===== config.mk =====
export PLATFORM = sky130hd
export DESIGN_NAME = read_sched_arbiter
export DESIGN_NICKNAME = d
export VERILOG_FILES = /design/src/rtl/sram_ctl_pkg.sv /design/src/rtl/wrr_picker.sv /design/src/rtl/read_sched_arbiter.sv
export SDC_FILE = /design/constraint.sdc
export NUM_CORES = 1
export LEC_CHECK = 0
export BUFFER_PORTS_ARGS = -buffer_cell sky130_fd_sc_hd__buf_2
export CORE_AREA = 4 4 117 119
export CTS_CLUSTER_DIAMETER = 60
export CTS_CLUSTER_SIZE = 10
export DETAILED_ROUTE_END_ITERATION = 10
export DIE_AREA = 0 0 121 123
export MAX_ROUTING_LAYER = met4
export PLACE_DENSITY = 0.68
export SETUP_SLACK_MARGIN = 0.2
export SYNTH_ARGS = -nofsm -noshare
export SYNTH_HDL_FRONTEND = slang
export SYNTH_SLANG_ARGS = --single-unit

===== constraint.sdc =====
create_clock -name clk -period 5.2 [get_ports clk]
set_input_delay 1.04 -clock clk [delete_from_list [all_inputs] [get_ports clk]]
set_output_delay 1.04 -clock clk [all_outputs]
set_load 0.02 [all_outputs]

===== src/rtl/sram_ctl_pkg.sv =====
// Shared constants and read-scheduler state encoding for the SRAM read path.
package sram_ctl_pkg;

  localparam int DEF_NUM_PRIO = 8;
  localparam int DEF_PRIO_W   = 3;
  localparam int DEF_DATA_W   = 64;
  localparam int DEF_ADDR_W   = 12;
  localparam int DEF_WEIGHT_W = 4;

  typedef enum logic [2:0] {
    ST_IDLE  = 3'd0,
    ST_ARB   = 3'd1,
    ST_SOP   = 3'd2,
    ST_DATA  = 3'd3,
    ST_DRAIN = 3'd4,
    ST_EOP   = 3'd5
  } rd_state_e;

endpackage


===== src/rtl/wrr_picker.sv =====
// Weighted round-robin picker: per-queue credits plus a rotating start pointer.
// The winner is combinational; credits and pointer only move on a pick strobe.
module wrr_picker
  import sram_ctl_pkg::*;
#(
  parameter int NUM_PRIO = DEF_NUM_PRIO,
  parameter int PRIO_W   = DEF_PRIO_W,
  parameter int WEIGHT_W = DEF_WEIGHT_W
) (
  input  logic                         clk,
  input  logic                         rst,
  input  logic [NUM_PRIO-1:0]          prepared,
  input  logic [NUM_PRIO*WEIGHT_W-1:0] weights,
  input  logic                         pick,
  output logic [NUM_PRIO-1:0]          winner
);

  logic [WEIGHT_W-1:0] credit [NUM_PRIO];
  logic [WEIGHT_W-1:0] eff_w  [NUM_PRIO];
  logic [NUM_PRIO-1:0] has_credit;
  logic [NUM_PRIO-1:0] eligible;
  logic [PRIO_W-1:0]   ptr;
  logic [PRIO_W-1:0]   win_idx;
  logic [PRIO_W-1:0]   cand;
  logic [PRIO_W:0]     cand_sum;
  logic                reload;
  logic                found;

  // A zero weight still earns one grant per round so no queue starves.
  always_comb begin
    for (int i = 0; i < NUM_PRIO; i++) begin
      eff_w[i] = (weights[i*WEIGHT_W +: WEIGHT_W] == '0) ?
                 WEIGHT_W'(1) : weights[i*WEIGHT_W +: WEIGHT_W];
      has_credit[i] = (credit[i] != '0);
    end
  end

  // Reloaded credits are all non-zero, so after a reload every prepared queue is eligible.
  always_comb begin
    reload   = ((prepared & has_credit) == '0);
    eligible = reload ? prepared : (prepared & has_credit);
    found    = 1'b0;
    win_idx  = '0;
    cand_sum = '0;
    cand     = '0;
    for (int i = 0; i < NUM_PRIO; i++) begin
      cand_sum = {1'b0, ptr} + (PRIO_W+1)'(i);
      if (cand_sum >= (PRIO_W+1)'(NUM_PRIO)) begin
        cand_sum = cand_sum - (PRIO_W+1)'(NUM_PRIO);
      end
      cand = cand_sum[PRIO_W-1:0];
      if (!found && eligible[cand]) begin
        found   = 1'b1;
        win_idx = cand;
      end
    end
    winner = found ? (NUM_PRIO'(1) << win_idx) : '0;
  end

  always_ff @(posedge clk) begin
    if (rst) begin
      ptr <= '0;
      for (int i = 0; i < NUM_PRIO; i++) begin
        credit[i] <= eff_w[i];
      end
    end else if (pick && found) begin
      if (reload) begin
        for (int i = 0; i < NUM_PRIO; i++) begin
          credit[i] <= eff_w[i];
        end
      end
      credit[win_idx] <= (reload ? eff_w[win_idx] : credit[win_idx]) - WEIGHT_W'(1);
      ptr <= (win_idx == PRIO_W'(NUM_PRIO-1)) ? '0 : win_idx + 1'b1;
    end
  end

endmodule


===== src/rtl/read_sched_arbiter.sv =====
// Packet read scheduler: picks a prepared queue (strict priority or WRR) and
// streams its packet out of a 1-cycle-latency SRAM with sop/vld/eop framing.
//
// state    | meaning
// IDLE     | wait for ready with at least one prepared queue
// ARB      | register the winning queue into grant
// SOP      | one-cycle start-of-packet marker
// DATA     | issue one SRAM read per cycle until addr_last
// DRAIN    | last read beat returns, no new reads
// EOP      | one-cycle end-of-packet marker, grant released
module read_sched_arbiter
  import sram_ctl_pkg::*;
#(
  parameter int NUM_PRIO = DEF_NUM_PRIO,
  parameter int PRIO_W   = DEF_PRIO_W,
  parameter int DATA_W   = DEF_DATA_W,
  parameter int ADDR_W   = DEF_ADDR_W,
  parameter int WEIGHT_W = DEF_WEIGHT_W
) (
  input  logic                         clk,
  input  logic                         rst,
  input  logic                         sp0_wrr1,
  input  logic [NUM_PRIO*WEIGHT_W-1:0] weights,
  input  logic                         ready,
  input  logic [NUM_PRIO-1:0]          prepared,
  output logic [NUM_PRIO-1:0]          grant,
  output logic                         addr_req,
  input  logic [ADDR_W-1:0]            addr_in,
  input  logic                         addr_last,
  output logic                         sram_en,
  output logic [ADDR_W-1:0]            sram_addr,
  input  logic [DATA_W-1:0]            sram_rdata,
  output logic [DATA_W-1:0]            rd_data,
  output logic                         rd_sop,
  output logic                         rd_vld,
  output logic                         rd_eop
);

  rd_state_e           state, state_nxt;
  logic [NUM_PRIO-1:0] sp_win;
  logic [NUM_PRIO-1:0] wrr_win;
  logic                wrr_pick;
  logic                load_grant;
  logic                clr_grant;

  wrr_picker #(
    .NUM_PRIO (NUM_PRIO),
    .PRIO_W   (PRIO_W),
    .WEIGHT_W (WEIGHT_W)
  ) u_wrr (
    .clk      (clk),
    .rst      (rst),
    .prepared (prepared),
    .weights  (weights),
    .pick     (wrr_pick),
    .winner   (wrr_win)
  );

  // Highest index wins in strict-priority mode.
  always_comb begin
    sp_win = '0;
    for (int i = 0; i < NUM_PRIO; i++) begin
      if (prepared[i]) begin
        sp_win = NUM_PRIO'(1) << i;
      end
    end
  end

  always_ff @(posedge clk) begin
    if (rst) begin
      state <= ST_IDLE;
    end else begin
      state <= state_nxt;
    end
  end

  always_comb begin
    state_nxt  = state;
    addr_req   = 1'b0;
    sram_en    = 1'b0;
    rd_sop     = 1'b0;
    rd_eop     = 1'b0;
    wrr_pick   = 1'b0;
    load_grant = 1'b0;
    clr_grant  = 1'b0;
    case (state)
      ST_IDLE: begin
        if (ready && (|prepared)) begin
          state_nxt = ST_ARB;
        end
      end
      ST_ARB: begin
        // Requester may have vanished since IDLE; never grant an empty set.
        if (|prepared) begin
          load_grant = 1'b1;
          wrr_pick   = sp0_wrr1;
          state_nxt  = ST_SOP;
        end else begin
          state_nxt = ST_IDLE;
        end
      end
      ST_SOP: begin
        rd_sop    = 1'b1;
        state_nxt = ST_DATA;
      end
      ST_DATA: begin
        sram_en  = 1'b1;
        addr_req = 1'b1;
        if (addr_last) begin
          state_nxt = ST_DRAIN;
        end
      end
      ST_DRAIN: begin
        clr_grant = 1'b1;
        state_nxt = ST_EOP;
      end
      ST_EOP: begin
        rd_eop    = 1'b1;
        state_nxt = ST_IDLE;
      end
      default: state_nxt = ST_IDLE;
    endcase
  end

  always_ff @(posedge clk) begin
    if (rst) begin
      grant <= '0;
    end else if (load_grant) begin
      grant <= sp0_wrr1 ? wrr_win : sp_win;
    end else if (clr_grant) begin
      grant <= '0;
    end
  end

  // Read data returns one cycle after the enable, so vld is the delayed enable.
  always_ff @(posedge clk) begin
    if (rst) begin
      rd_vld <= 1'b0;
    end else begin
      rd_vld <= sram_en;
    end
  end

  assign sram_addr = sram_en ? addr_in : '0;
  assign rd_data   = rd_vld ? sram_rdata : '0;

endmodule

==> impl_metrics.ini, run 1 <==
[status]
outcome = completed

[yosys]
netlist.area_leader.share_pct = 19.40
avgSynthCellArea_um2 = 8.026
synth_seq_cells = 47
synthArstFlopShare_pct = 0
synth_cells = 617
synth_edf_count = 32
syn_nets = 747
synth_area_leader_cell = edfxtp_1
synth_area_um2 = 4952
ys.warnings.count = 0
yosysUniqueCellTypes = 76
seq_area_frac_synth_pct = 25.47
synth_top_flop_cell = edfxtp_1
synth_area_leaders = edfxtp_1, and2_1, nand2_1, dfxtp_1, mux2i_1

[pwr]
irDropWorstVdd_mv = 0.2529
p_leak_nw = 3.513
power-per-cell-area_nw_per_um2 = 295.6

[global_route]
gr-total-overflow = 0
grt_pass1_wl_mm = 28.54
grt_pass1_vias = 5421
track_usage_pct = 24.93
antenna_found_initial = 2
grt_max_degree = 66

[sta]
setup_slack_ns = 0.2751
rsz0062_at_grt = no
slew_headroom_pct = 44.79
finalHoldViolCount = 0
min_period_ns = 4.925
max_freq_mhz = 203.1
slew_viol_final = 0
finalSetupViolations = 0
fin_crit_sh_pct = 94.71
skew_ns = 0.003468
worstMarginPinSlew_ns = 0.8264

[layout]
finalNetCount = 1031
drive_gt1_share_pct = 42.02
most-common-layout-cells = buf_2, buf_4, nand2_1, and2_1, nor2_1
layout_commonest_cell = buf_2
syn_to_final_growth_pct = 46.41
post-route-util_pct = 57.69

[worst_setup_path]
cp-start-kind = input pin
critical_path.max_fanout = 8
reg2reg_depth = 17
crit_arrival_ns = 4.97
path_class = input pin to flop
required_ns = 5.25
end_kind = flop

[min_path]
whs_path_depth = 2
hp-class = flop to flop

[detailed_routing]
wl_per_cell_um = 18.39
viasPerCell = 5.603
first_iter_violations = 439
drtPass1Iterations = 5
postRouteAntennaNets = 0
wl_mm = 19.79
via_count = 6029
drc = 0

[clocking]
tritoncts = yes
clk_pin_slew_worst_paths_ns = 0.07
clock_sinks = 47
cts_buffer_depth = 2
cts_root_buf = clkbuf_16
ctsHoldBuffers = 0
numCtsBuffers = 5
htree_levels = 2
clk_latency_ns = 0.30

[floorplanning]
start_util_pct = 39.40
dieHeight_um = 123
dieWidth_um = 121
core_area_um2 = 12570
io_pins = 210
num_rows = 41
dieArea_um2 = 14880

[place]
gp_congestion = 0.9791
dp_hpwl_mm = 15.63
numPortBuffers = 209
dp_worst_setup_slack_ns = -0.06088

[flow_run]
cap_violations = 0
## where the power goes
part           switching, mW  leakage, nW  internal [mW]
registers             0.0358        0.435          0.429
clock network          0.154       0.0844          0.230
logic                  0.709         2.99          0.586
## stage by stage
stage          area (um^2)    TNS, ns  power, mW  hold WS [ns]  cells
2_1_floorplan         4956          0      1.116        0.5129    617
3_3_place_gp          6751  -0.004476      1.623        0.4662   1052
3_5_place_dp          6751    -0.3770      1.625        0.4686   1052
4_1_cts               6924          0      2.012        0.4849   1060
5_1_grt               7251          0      2.255        0.5099   1076
6_report              7251          0      2.143        0.4816   1076
## cells by family after synthesis
kind of cell	after synthesis	synth area share [%]
AOI/OAI and AO/OA	159	26.05
xor gates and xnor gates	6	1.213
adders and majority gates	9	2.274
buffers and inverters	50	4.169
DFF	47	25.47
muxes	42	9.272
and+or+nand+nor	304	31.56
## layout make-up
cell class | instances | area (um^2)
clock buffer | 5 | 125.1
multi-input combinational | 522 | 3702
clock inverter | 3 | 47.55
sequential | 47 | 1262
timing repair buffer | 309 | 1831
inverter | 16 | 62.56
antenna | 2 | 5.005
fill | 1121 | 5318
tap | 172 | 215.2
## metal layers
metal  global-route usage, %  wire, um
met5                       -         0
met4                   13.03      1083
met3                   3.202      1697
met2                   42.34      9578
met1                   28.95      7433
## path summary, 6_finish.rpt
path | from | end | slack (ns)
max reg2reg | u_wrr.credit[7][2] | u_wrr.credit[0][2] | 0.30
min reg2reg | grant[1] | grant[1] | 0.48
max | prepared[7] | u_wrr.credit[0][2] | 0.28
min | grant[1] | grant[1] | 0.48
## worst max-delay path: stages
cell       delay (ns)
buf_2            0.12
o41ai_4          0.10
nand4_1          0.27
buf_4            0.18
nor2_4           0.05
o211a_1          0.24
and3b_2          0.25
a2111oi_4        0.42
nand2b_4         0.12
a211o_4          0.32
a21o_4           0.24
buf_4            0.15
a311o_1          0.35
mux4_2           0.57
xor2_4           0.25
mux2_4           0.29
## synthesized netlist by cell type (all sizes together) (6+ instances only)
| cell type | number |
|---|---|
| nand2 | 84 |
| and2 | 71 |
| nor2 | 57 |
| edfxtp | 32 |
| a21oi | 30 |
| mux2i | 29 |
| and3 | 26 |
| clkbuf | 25 |
| o21ai | 23 |
| dfxtp | 15 |
| inv | 15 |
| nor3 | 15 |
| o211ai | 14 |
| nand3 | 13 |
| mux2 | 11 |
| nand4 | 11 |
| o22ai | 10 |
| o31ai | 10 |
| buf | 9 |
| ha | 9 |
| a22oi | 8 |
| o41ai | 8 |
| a31oi | 7 |
| nor4 | 7 |
| a221oi | 6 |
## state kept, by name (all words and copies together) (netlist names)
signal	cells
state	3
u_wrr.credit	32
u_wrr.ptr	3
grant	8
rd_vld	1
## what timing repair did
| action | 4_1_cts | 5_1_grt |
|---|---|---|
| gates resized for setup | 0 | 39 |
| endpoints found under the setup margin | 0 | 51 |
| buffers inserted | 0 | 11 |
Note: power is estimated with default switching activity, not from simulation.
==> run 2: changes to the inputs <==
- BUFFER_PORTS_ARGS: -buffer_cell sky130_fd_sc_hd__buf_2 -> unset
- CORE_AREA: 4 4 117 119 -> 2 2 115 117
- DIE_AREA: 0 0 121 123 -> 0 0 117 119
- DONT_BUFFER_PORTS: unset -> 1
- PLACE_DENSITY: 0.68 -> 0.53
==> run 2 against run 1 <==
  * Clock-buffer cell count stayed put
  * Via count is 13% lower
  * Setup slack worse by 0.023 ns
  * Critical path type is now flop to flop
==> impl_metrics.ini, run 2 (synthesis gave the netlist of run 1 again) <==
[global_route]
antenna_found_initial = 1
grt_pass1_vias = 4843
grt_pass1_wl_mm = 28.63
grt_max_degree = 66
gr-total-overflow = 0
track_usage_pct = 28.38

[layout]
largest_reg_flops = 32
finalNetCount = 806
nFillCells = 1269
layout_commonest_cell = nand2_1
drive_gt1_share_pct = 22.01
top_register = u_wrr.credit
fin_cells = 854
reg_top3 = u_wrr.credit (32), grant (8)
syn_to_final_growth_pct = 22.36
most-common-layout-cells = nand2_1, buf_4, and2_1, nor2_1, edfxtp_1

[status]
outcome = completed

[sta]
fin_crit_sh_pct = 95.16
finalSetupViolations = 0
slew_headroom_pct = 47.67
max_freq_mhz = 202.1
worstMarginPinSlew_ns = 0.7834
finalHoldViolCount = 0
holdWs_ns = 0.5863
min_period_ns = 4.948
skew_ns = 0.01598
slew_viol_final = 0
rsz0062_at_grt = yes

[clocking]
numCtsBuffers = 5
clk_latency_ns = 0.30
ctsHoldBuffers = 0
clock_sinks = 47
tritoncts = yes
cts_buffer_depth = 2
htree_levels = 2
clk_pin_slew_worst_paths_ns = 0.08
cts_root_buf = clkbuf_16

[detailed_routing]
via_count = 5273
drtPass1Iterations = 5
postRouteAntennaNets = 0
drc = 0
wl_mm = 20.37
viasPerCell = 6.174
wl_per_cell_um = 23.85
first_iter_violations = 443

[floorplanning]
num_rows = 42
start_util_pct = 38.46
dieArea_um2 = 13920
dieHeight_um = 119
core_area_um2 = 12870
dieWidth_um = 117
io_pins = 210

[pwr]
irDropWorstVdd_mv = 0.1692
power-per-cell-area_nw_per_um2 = 334.8
p_leak_nw = 2.440

[min_path]
hp-class = flop to flop

[worst_setup_path]
cp-start-kind = flop
end_kind = flop
crit_chain = o41ai_4, nand4_1, buf_4, buf_6, o211a_1, a211oi_2, buf_4, nand3_2, buf_6, nand4_1, nor2_1, a211o_4, a21o_4, and3_1, a311o_1, mux4_2, nor3b_4, buf_6, o31ai_1
path_common_cell = buf_6
cp_slowest_cell = o41ai_4
slowest_delay_ns = 0.56
path_class = flop to flop
crit_arrival_ns = 4.98
required_ns = 5.23
critical_path.max_fanout = 6

[place]
gp_congestion = 1.013
dp_hpwl_mm = 16.25
numPortBuffers = 0
placed_cells = 819

[flow_run]
cap_violations = 0
run 2: what timing repair did:
action	in CTS	in global routing
pin swaps	7	18
endpoints found under the setup margin	32	45
buffers inserted	5	17
resized for setup	4	28
cloned	0	4
run 2: per-layer routing:
layer	wire length, um	global-route usage, %
met1	7569	31.69
met2	10170	47.69
met3	1507	5.038
met4	1120	15.15
met5	0	-
run 2: final cells by class:
type | count | area, um^2 | share of cell area, %
Multi-Input combinational cell | 523 | 3684 | 60.79
Sequential cell | 47 | 1261 | 20.81
Clock inverter | 3 | 46.29 | 0.7640
Timing Repair Buffer | 83 | 660.6 | 10.90
Antenna cell | 1 | 2.502 | 0.04130
Tap cell | 176 | 220.2 | 3.634
Clock buffer | 5 | 125.1 | 2.065
Inverter | 16 | 60.06 | 0.9911
run 2: power breakdown:
group / internal (mW) / switching (mW) / leakage, nW
combinational: 0.518 / 0.658 / 1.93
sequential: 0.429 / 0.0405 / 0.434
clock: 0.229 / 0.155 / 0.0804
total: 1.18 / 0.853 / 2.44
run 2: critical path, delay by kind of cell, from the launching register on:
kind	cells	cell delay, ns
multiplexers	1	0.56
AND/OR/NAND/NOR	6	0.92
flip-flops	1	0.46
AO/OA/AOI/OAI	7	1.96
buffers and inverters	5	0.77
run 2: per-stage QoR:
| step | util, % | power, mW | TNS [ns] | instance area [um^2] | setup slack (ns) |
|---|---|---|---|---|---|
| after CTS | 44.70 | 1.923 | 0 | 5756 | 0.2117 |
| after detailed placement | 42.82 | 1.525 | -0.0002762 | 5513 | -0.0002762 |
| after global routing | 47.07 | 2.127 | 0 | 6060 | 0.1529 |
| after floorplan | - | 1.116 | 0 | 4956 | 0.2029 |
| final | 47.07 | 2.029 | 0 | 6060 | 0.2518 |
| after global placement | 42.82 | 1.533 | 0 | 5513 | 0.09279 |
run 2: path summary, 6_finish.rpt:
kind,startpoint,slack [ns],depth (start not counted),endpoint
max,u_wrr.credit[4][2],0.25,19,u_wrr.credit[0][3]
min,state[2],0.59,1,state[1]
max reg2reg,u_wrr.credit[4][2],0.25,19,u_wrr.credit[0][3]
min reg2reg,state[2],0.59,1,state[1]
==> run 3: changes to the inputs <==
- ABC_AREA: unset -> 1
- CORE_AREA: 2 2 115 117 -> 2 2 113 115
- DIE_AREA: 0 0 117 119 -> 0 0 115 117
- PLACE_DENSITY: 0.53 -> 0.54
==> run 3 against run 2 <==
  * Setup slack better by 0.52 ns
  * First-iteration DRC count is 36% lower
  * Fmax grew 12%
  * Area after synthesis down 2.7%
  * Register-to-register slack better by 0.52 ns
  * Power rose by 37%
  * Highest routed layer unchanged
==> impl_metrics.ini, run 3 <==
[floorplanning]
dieHeight_um = 117
start_util_pct = 39.14
dieWidth_um = 115
dieArea_um2 = 13460
num_rows = 41
core_area_um2 = 12310
io_pins = 210

[worst_setup_path]
crit_arrival_ns = 4.46
required_ns = 5.23
path_delay_family = simple AND/OR/NAND/NOR gates
path_common_cell = nand3_1
cp-start-kind = flop
cp.buffers_inverters = 3
slowest_delay_ns = 0.54
crit_chain = clkinv_1, ha_1, inv_1, nand3_1, nand3_1, nand2_2, nand4_1, nor2_2, nand3_1, nand3_4, nand2_2, inv_2, nor2_1, o21ai_1, nand3_2, nand2_4, ha_1, nand3_2, nand3_1, o21ai_1
critical_path.max_fanout = 18
path_class = flop to flop
end_kind = flop
cp_slowest_cell = dfxtp_1

[layout]
drive_gt1_share_pct = 9.762
layout_commonest_cell = nand2_1
reg_top3 = u_wrr.credit (32), grant (8)
post-route-util_pct = 41.52
finalNetCount = 928
fin_cells = 951
most-common-layout-cells = nand2_1, inv_1, nand3_1, nor2_1, edfxtp_1
nFillCells = 1331
syn_to_final_growth_pct = 6.102
top_register = u_wrr.credit
largest_reg_flops = 32

[detailed_routing]
viasPerCell = 5.318
first_iter_violations = 285
drc = 0
wl_mm = 16.24
wl_per_cell_um = 17.08
via_count = 5057
postRouteAntennaNets = 0
drtPass1Iterations = 5

[sta]
finalHoldViolCount = 0
setup_slack_ns = 0.7681
max_freq_mhz = 225.6
slew_headroom_pct = 28.27
holdWs_ns = 0.5685
fin_crit_sh_pct = 85.23
worstMarginPinSlew_ns = 1.076
fin_tns_setup_ns = 0
min_period_ns = 4.432
finalSetupViolations = 0
slew_viol_final = 0
skew_ns = 0.009581
rsz0062_at_grt = no

[yosys]
synth_seq_cells = 47
synth_top_flop_cell = edfxtp_1
synth_area_leaders = nand2_1, edfxtp_1, inv_1, nand3_1, dfxtp_1
synthAdderAreaFrac_pct = 2.337
muxShareOfSynthArea_pct = 0
avgSynthCellArea_um2 = 6.000
syn_nets = 933
synthArstFlopShare_pct = 0
synth_area_leader_cell = nand2_1
synth_cells = 803
seq_area_frac_synth_pct = 26.18
netlist.area_leader.share_pct = 22.67
synth_common_cells = nand2_1, inv_1, nand3_1, nor2_1, edfxtp_1
synth_xor_area_share_pct = 0.5453
synth_edf_count = 32
ys.warnings.count = 0
synth_area_um2 = 4818
synth_top_family_by_area = simple AND/OR/NAND/NOR gates
synth-compound-area-share_pct = 8.595
synthSimpleGateAreaFrac_pct = 48.48
yosysUniqueCellTypes = 41
synth.most_common_cell = nand2_1

[global_route]
grt_max_degree = 66
track_usage_pct = 23.59
busiest_layer = met2
grt_pass1_vias = 4624
met2_usage_pct = 40.63
grtUsageMet1_pct = 26.54
gr-total-overflow = 0
antenna_found_initial = 2
grt_util_met3_pct = 4.943
grt_pass1_wl_mm = 23.65

[pwr]
irDropWorstVdd_mv = 0.4481
p_leak_nw = 2.781
power-per-cell-area_nw_per_um2 = 545.1

[clocking]
post_cts_resized = 0
tritoncts = yes
htree_levels = 2
cts_root_buf = clkbuf_16
ctsHoldBuffers = 0
clock_sinks = 47
numCtsBuffers = 5
clk_pin_slew_worst_paths_ns = 0.07
cts_buffer_depth = 2
clk_latency_ns = 0.29
post-cts-setup-buffers = 0

[place]
placed_cells = 941
dp_worst_setup_slack_ns = 0.6063
numPortBuffers = 0
dp_hpwl_mm = 13.17
gp_congestion = 0.9428

[min_path]
hp-class = flop to flop

[status]
outcome = completed

[flow_run]
cap_violations = 0
-- run 3: cell types whose count changed in the layout (fill, tap and decap cells not counted), moves of 10 or more --
cell and delta:
and2_1 -71, nor2_2 +10, and3_1 -24, nand2_1 +207, nand2_2 +11, mux2i_1 -29
buf_4 -67, o21ai_1 +14, o211ai_1 -13, inv_1 +115, nand3_1 +77
-- run 3: path summary, 6_finish.rpt --
path | end | depth (start not counted) | from | slack, ns
max | u_wrr.credit[7][2] | 20 | u_wrr.ptr[1] | 0.77
min | grant[6] | 2 | grant[6] | 0.57
max reg2reg | u_wrr.credit[7][2] | 20 | u_wrr.ptr[1] | 0.77
min reg2reg | grant[6] | 2 | grant[6] | 0.57
-- run 3: worst reg2reg max path: stages (launching register included) --
cell and delay (ns):
dfxtp_1 0.54, clkinv_1 0.16, ha_1 0.46, inv_1 0.19
nand3_1 0.17, nand3_1 0.11, nand2_2 0.11, nand4_1 0.14
nor2_2 0.22, nand3_1 0.18, nand3_4 0.10, nand2_2 0.23
inv_2 0.30, nor2_1 0.07, o21ai_1 0.18, nand3_2 0.15
nand2_4 0.16, ha_1 0.20, nand3_2 0.23, nand3_1 0.21
o21ai_1 0.08
-- run 3: cells by family (layout without fill, tap and decap cells) --
| kind of cell | Yosys count | count (layout) |
|---|---|---|
| xor gates and xnor gates | 3 | 3 |
| buffers and inverters | 160 | 156 |
| adders and majority gates | 9 | 9 |
| and+or+nand+nor | 510 | 510 |
| other | 0 | 2 |
| AOI/OAI and AO/OA | 74 | 74 |
| DFF | 47 | 47 |
-- run 3: layer usage --
layer  wire [um]  up-vias
met5           0        -
met4         521        0
met3        1138       31
met2        8000      219
met1        6580     2297
li1            -     2510
-- run 3: layout make-up --
type                    count  area, um^2  share of cell area (%)
diodes                      2       5.005                 0.09790
clock buffers               7       153.9                   3.010
clock inverters             1       6.256                  0.1224
inverters                 138       520.5                   10.18
multi-input cells         596        2889                   56.51
flip-flops and latches     47        1262                   24.69
well taps                 150       187.7                   3.671
repair buffers             10       87.58                   1.713
-- run 3: per-stage QoR --
stage | power, mW | area [um^2]
finish | 2.787 | 5112
detailed placement | 2.434 | 4947
floorplan | 1.927 | 4818
global placement | 2.418 | 4947
CTS | 2.786 | 5107
global route | 3.015 | 5112
-- run 3: power breakdown --
group / switching (mW) / leakage (nW) / total, mW / internal (mW)
clock network: 0.142 / 0.0796 / 0.350 / 0.208
logic: 1.40 / 2.27 / 1.96 / 0.553
registers: 0.0397 / 0.435 / 0.479 / 0.439
total: 1.59 / 2.78 / 2.79 / 1.20
